`src/rtl/rv32i_types.sv`:
```
// Shared RV32I fetch types: queue entry, fetch FSM states and small PC/counter helpers.
package rv32i_types;

    typedef logic [31:0] rv32i_word;

    typedef struct packed {
        rv32i_word pc;
        rv32i_word inst;
    } if_entry_t;

    typedef enum logic [1:0] {
        FETCH,
        WAIT_SPACE,
        DISCARD
    } if_fetch_state_t;

    localparam rv32i_word IF_PC_STEP = 32'd4;

    function automatic rv32i_word if_next_pc(input rv32i_word pc);
        return pc + IF_PC_STEP;
    endfunction

    function automatic logic [31:0] sat_inc32(input logic [31:0] value, input logic en);
        return (en && (value != '1)) ? value + 32'd1 : value;
    endfunction

endpackage

```
`src/rtl/if_queue.sv`:
```
// Prefetch FIFO of {pc, inst} entries with wrapping pointers, flush and occupancy count.
module if_queue
    import rv32i_types::*;
#(
    parameter int DEPTH = 4
) (
    input  logic                     clk,
    input  logic                     rst,
    input  logic                     push,
    input  logic                     pop,
    input  logic                     flush,
    input  if_entry_t                push_data,
    output if_entry_t                head,
    output logic [$clog2(DEPTH):0]   count
);
    localparam int PW = $clog2(DEPTH);
    localparam int CW = PW + 1;

    if_entry_t         mem [DEPTH];
    logic [PW-1:0]     wr_ptr_q, wr_ptr_d;
    logic [PW-1:0]     rd_ptr_q, rd_ptr_d;
    logic [CW-1:0]     count_q, count_d;

    always_comb begin
        wr_ptr_d = wr_ptr_q;
        rd_ptr_d = rd_ptr_q;
        count_d  = count_q;
        if (flush) begin
            wr_ptr_d = '0;
            rd_ptr_d = '0;
            count_d  = '0;
        end else begin
            if (push) wr_ptr_d = wr_ptr_q + PW'(1);
            if (pop)  rd_ptr_d = rd_ptr_q + PW'(1);
            count_d = count_q + CW'(push) - CW'(pop);
        end
    end

    always_ff @(posedge clk) begin
        if (rst) begin
            wr_ptr_q <= '0;
            rd_ptr_q <= '0;
            count_q  <= '0;
        end else begin
            wr_ptr_q <= wr_ptr_d;
            rd_ptr_q <= rd_ptr_d;
            count_q  <= count_d;
        end
    end

    // Storage carries no reset so it can map onto distributed RAM.
    always_ff @(posedge clk) begin
        if (push && !flush) mem[wr_ptr_q] <= push_data;
    end

    assign head  = mem[rd_ptr_q];
    assign count = count_q;

endmodule

```
`src/rtl/stage_1_if_prefetch.sv`:
```
// Fetch stage with a DEPTH-entry prefetch queue, sequential PC+4 prefetch and redirect flush.
// Optional performance counters are built when IF_PERF_CNT_EN is defined.
module stage_1_if_prefetch
    import rv32i_types::*;
#(
    parameter int              XLEN     = 32,
    parameter int              DEPTH    = 4,
    parameter logic [XLEN-1:0] RESET_PC = 32'h00000060
) (
    input  logic            clk,
    input  logic            rst,
    output logic            inst_read,
    output logic [XLEN-1:0] inst_addr,
    input  logic            inst_resp,
    input  logic [XLEN-1:0] inst_rdata,
    input  logic            redirect,
    input  logic [XLEN-1:0] redirect_pc,
    output logic            out_valid,
    input  logic            out_ready,
    output logic [XLEN-1:0] out_pc,
    output logic [XLEN-1:0] out_inst
`ifdef IF_PERF_CNT_EN
    ,
    output logic [31:0]     perf_fetched,
    output logic [31:0]     perf_dropped,
    output logic [31:0]     perf_full_cycles
`endif
);
    localparam int CW = $clog2(DEPTH) + 1;

    if_fetch_state_t state_q, state_d;
    logic [XLEN-1:0] fetch_pc_q, fetch_pc_d;
    logic [XLEN-1:0] discard_pc_q, discard_pc_d;

    logic            push, pop;
    logic [CW-1:0]   count, count_next;
    if_entry_t       head;

    if_queue #(.DEPTH(DEPTH)) u_queue (
        .clk       (clk),
        .rst       (rst),
        .push      (push),
        .pop       (pop),
        .flush     (redirect),
        .push_data ('{pc: fetch_pc_q, inst: inst_rdata}),
        .head      (head),
        .count     (count)
    );

    assign out_valid = (count != '0);
    assign out_pc    = out_valid ? head.pc   : '0;
    assign out_inst  = out_valid ? head.inst : '0;

    always_comb begin
        state_d      = state_q;
        fetch_pc_d   = fetch_pc_q;
        discard_pc_d = discard_pc_q;
        inst_read    = (state_q != WAIT_SPACE);
        inst_addr    = (state_q == DISCARD) ? discard_pc_q : fetch_pc_q;
        pop          = out_valid && out_ready && !redirect;
        push         = (state_q == FETCH) && inst_resp && !redirect;
        count_next   = count + CW'(push) - CW'(pop);

        if (redirect) begin
            fetch_pc_d = redirect_pc;
            // An unanswered request must still be drained; the memory holds that address.
            if (state_q == FETCH && !inst_resp) begin
                state_d      = DISCARD;
                discard_pc_d = fetch_pc_q;
            end else if (state_q == WAIT_SPACE) begin
                state_d = FETCH;
            end
        end else begin
            unique case (state_q)
                FETCH: begin
                    if (inst_resp) fetch_pc_d = if_next_pc(fetch_pc_q);
                    if (count_next == CW'(DEPTH)) state_d = WAIT_SPACE;
                end
                WAIT_SPACE: begin
                    if (count_next < CW'(DEPTH)) state_d = FETCH;
                end
                DISCARD: begin
                    if (inst_resp) state_d = FETCH;
                end
                default: state_d = FETCH;
            endcase
        end
    end

    always_ff @(posedge clk) begin
        if (rst) begin
            state_q      <= FETCH;
            fetch_pc_q   <= RESET_PC;
            discard_pc_q <= '0;
        end else begin
            state_q      <= state_d;
            fetch_pc_q   <= fetch_pc_d;
            discard_pc_q <= discard_pc_d;
        end
    end

`ifdef IF_PERF_CNT_EN
    logic        dropped;
    logic [31:0] perf_fetched_q, perf_fetched_d;
    logic [31:0] perf_dropped_q, perf_dropped_d;
    logic [31:0] perf_full_q, perf_full_d;

    always_comb begin
        dropped        = inst_read && inst_resp && (redirect || state_q == DISCARD);
        perf_fetched_d = sat_inc32(perf_fetched_q, push);
        perf_dropped_d = sat_inc32(perf_dropped_q, dropped);
        perf_full_d    = sat_inc32(perf_full_q, count == CW'(DEPTH));
    end

    always_ff @(posedge clk) begin
        if (rst) begin
            perf_fetched_q <= '0;
            perf_dropped_q <= '0;
            perf_full_q    <= '0;
        end else begin
            perf_fetched_q <= perf_fetched_d;
            perf_dropped_q <= perf_dropped_d;
            perf_full_q    <= perf_full_d;
        end
    end

    assign perf_fetched     = perf_fetched_q;
    assign perf_dropped     = perf_dropped_q;
    assign perf_full_cycles = perf_full_q;
`endif

`ifndef SYNTHESIS
    resp_only_when_reading: assert property (@(posedge clk) disable iff (rst) inst_resp |-> inst_read);
`endif

endmodule

```
`config.mk`:
```
export PLATFORM = sky130hd
export DESIGN_NAME = stage_1_if_prefetch
export DESIGN_NICKNAME = d
export VERILOG_FILES = /design/src/rtl/rv32i_types.sv /design/src/rtl/if_queue.sv /design/src/rtl/stage_1_if_prefetch.sv
export SDC_FILE = /design/constraint.sdc
export NUM_CORES = 1
export LEC_CHECK = 0
export CAP_MARGIN = 5
export CORE_ASPECT_RATIO = 0.75
export CORE_MARGIN = 2
export CORE_UTILIZATION = 60
export DETAILED_ROUTE_END_ITERATION = 16
export PLACE_DENSITY = 0.87
export REMOVE_ABC_BUFFERS = 1
export SYNTH_ARGS = -nofsm -noshare
export SYNTH_HDL_FRONTEND = slang
export SYNTH_SLANG_ARGS = --single-unit
export TNS_END_PERCENT = 30
```
`constraint.sdc`:
```
create_clock -name clk -period 8 [get_ports clk]
set_input_delay 0.8 -clock clk [delete_from_list [all_inputs] [get_ports clk]]
set_output_delay 0.8 -clock clk [all_outputs]
set_load 0.01 [all_outputs]
```
==> flow_summary.yaml <==
cells_and_area:
  area_growth_pct: 22.28
  instances_no_fill: 1407
  design_area_sq_um: 16530
  drive_above_1_share_pct: 12.95
  nNetsFinal: 1164
floorplanning:
  dieArea_sq_um: 23770
  die_x_um: 177.3
  core_region_area_sq_um: 22110
  ios: 167
  initial_utilization_pct: 61.15
  rows: 47
  die-height_um: 134.0
critical_path:
  rrSetupSlack_ps: 4870
  cp_max_fo: 40
  endpoint_kind: "output port"
  critPathCapture: "out_pc[23]"
  r2r_start: "u_queue.count[0]$_SDFF_PP0_"
  rr_endpoint: "state_q[0]$_SDFFE_PP0P_"
  start_kind: "register"
  critPathArrivalTime_ps: 3320
  reg2reg_depth: 11
  path_class: "register to output port"
  cp.required_ps: 7200
cts:
  cts_setup_buffers: 0
  clk_path_buf_depth: 3
  clock_latency_ps: 560
  cts_tree: "done"
  clk_pin_slew_ps: 60
  cts-htree-levels: 1
  cts_buffers: 31
  cts-root-buf: "clkbuf_16"
  post_cts_resized: 0
  postCtsHoldBufs: 0
  cts.sinks: 331
power:
  leakage_uw: 0.005460
  p_per_area_nw_per_um2: 229.7
  irDropWorstVdd_mv: 0.1750
logic_synthesis:
  synth_async_sr_flop_share_pct: 0
  synth_edf_count: 256
  ys.flop_type: "edfxtp_1"
  syn_inst: 943
  ys_ff_latch: 331
  yosysWarningCount: 0
  synth_seq_area_share_pct: 67.96
  synth_area_sq_um: 13520
  netlist-cell-type-count: 47
  syn_avg_cell_area_sq_um: 14.34
route:
  firstDrtPassIters: 7
  drc: 0
  wirelength_um: 30510
  vias: 8470
  vias_per_cell: 6.020
  wl_per_cell_um: 21.69
  antenna_left: 0
  drt_iter0_drc: 911
grt:
  grt_max_degree: 68
  antenna_found_initial: 1
  grt_pass1_vias: 8331
  gr-total-overflow: 0
  grt_usage_pct: 25.60
  grt_pass1_wl_um: 46550
place:
  place.gp.congestion: 0.7971
  place_inst: 1348
  dpl.hpwl_um: 17960
  port_buffers: 166
  dpl_cell_area_sq_um: 15400
sta:
  hold_viol: 0
  period_share_pct: 51.45
  slew_headroom_pct: 31.02
  fin_crit_ps: 4116
  final_max_slew_viol_count: 0
  rsz0062_at_grt: "no"
  finalSetupViolations: 0
  clock_skew_ps: 25.80
  tightest_slew_ps: 1035
  clock.fmax_mhz: 243.0
  setup_tns_ps: 0
hold_path:
  hold_class: "register to register"
run_status:
  status: "finished clean"
job:
  cap_violations: 0
==> layout make-up <==
type	count	area, sq um
multi-input cells	534	4051
clock buffers	44	959.7
clock inverters	14	176.4
flip-flops and latches	331	9196
fillers	1333	5577
repair buffers	176	1732
inverters	13	48.80
diodes	1	2.502
well taps	294	367.9
==> metrics by stage <==
| stage | utilization [%] | hold slack [ps] | setup slack (ps) | total power, uW |
|---|---|---|---|---|
| floorplan | - | 430.5 | 3636 | 2080 |
| global placement | 69.63 | 441.3 | 4390 | 2234 |
| detailed placement | 69.63 | 448.5 | 4366 | 2245 |
| CTS | 74.77 | 458.3 | 3769 | 3815 |
| global route | 74.77 | 474.7 | 3617 | 3903 |
| finish | 74.78 | 456.0 | 3884 | 3798 |
==> power by group <==
group          leakage (uW)  total [uW]  switching [uW]  internal, uW
Combinational       0.00194         270             137           133
Clock              0.000569        1590             622           965
Sequential          0.00295        1940            43.6          1900
Total               0.00546        3800             802          3000
==> registers in the layout (all words and copies together), names as in the netlist, named ones only <==
| signal | count |
|---|---|
| fetch_pc_q | 32 |
| u_queue.mem | 256 |
| u_queue.rd_ptr_q | 2 |
| state_q | 2 |
| u_queue.wr_ptr_q | 2 |
| u_queue.count | 3 |
| discard_pc_q | 32 |
==> worst min path at each step <==
stage	start	end	slack, ps	depth (start not counted)
3_5_place_dp	discard_pc_q[30]$_SDFFE_PP0P_	discard_pc_q[30]$_SDFFE_PP0P_	450	2
3_3_place_gp	discard_pc_q[21]$_SDFFE_PP0P_	discard_pc_q[21]$_SDFFE_PP0P_	440	2
5_1_grt	discard_pc_q[14]$_SDFFE_PP0P_	discard_pc_q[14]$_SDFFE_PP0P_	470	2
2_1_floorplan	discard_pc_q[0]$_SDFFE_PP0P_	discard_pc_q[0]$_SDFFE_PP0P_	430	2
4_1_cts	discard_pc_q[30]$_SDFFE_PP0P_	discard_pc_q[30]$_SDFFE_PP0P_	460	2
6_report	discard_pc_q[29]$_SDFFE_PP0P_	discard_pc_q[29]$_SDFFE_PP0P_	460	2
==> logic make-up (layout without fill, tap and decap cells) <==
| kind of cell | after synthesis | after routing | share of synthesized area [%] |
|---|---|---|---|
| DFF | 331 | 331 | 67.96 |
| and+or+nand+nor | 356 | 356 | 12.91 |
| AOI/OAI and AO/OA | 88 | 88 | 4.164 |
| other | 0 | 1 | 0 |
| buffers and inverters | 78 | 247 | 2.332 |
| xor gates and xnor gates | 16 | 16 | 1.036 |
| adders and majority gates | 8 | 8 | 0.7958 |
| muxes | 66 | 66 | 10.81 |
==> layout by cell type, fill, tap and decap left out, drive strengths merged, types with 6 or more instances in the layout <==
cell type	n
nand2	169
ha	7
a21oi	37
a211oi	10
a311oi	10
o31ai	7
buf	11
mux4	64
or4	12
inv	15
clkbuf	44
and2	64
clkdlybuf4s50	165
nand4	12
and4	7
o21ai	14
clkinv	8
dfxtp	75
nor2	40
xnor2	10
nor4	7
nand3	12
xor2	6
and3	11
edfxtp	256
==> synth_stat cells (all sizes together) (6+ instances only) <==
library cell | count | share of area, %
a311oi | 10 | 0.65
and4 | 7 | 0.46
dfxtp | 75 | 11
o21ai | 14 | 0.52
or4 | 12 | 0.69
nand2 | 169 | 4.7
a211oi | 10 | 0.56
inv | 12 | 0.33
and3 | 11 | 0.51
xnor2 | 10 | 0.65
xor2 | 6 | 0.39
nor4 | 7 | 0.32
nand4 | 12 | 0.60
nand3 | 12 | 0.44
buf | 17 | 0.64
o31ai | 7 | 0.39
mux4 | 64 | 11
clkbuf | 48 | 1.3
a21oi | 37 | 1.4
ha | 7 | 0.65
nor2 | 40 | 1.1
and2 | 64 | 3.0
edfxtp | 256 | 57
==> layer usage <==
metal / track usage (%) / wire [um] / up-vias
li1: - / - / 3812
met2: 41.72 / 14780 / 362
met3: 4.620 / 2248 / 56
met1: 36.46 / 12860 / 4240
met4: 6.421 / 619 / 0
met5: 0 / 0 / -
==> worst max-delay path, cell delays in order, from the launching register on <==
cell,delay [ps]
dfxtp_4,710
buf_4,770
mux4_2,630
and2_1,170
clkdlybuf4s50_1,470
(Power assumes the default switching activity.)
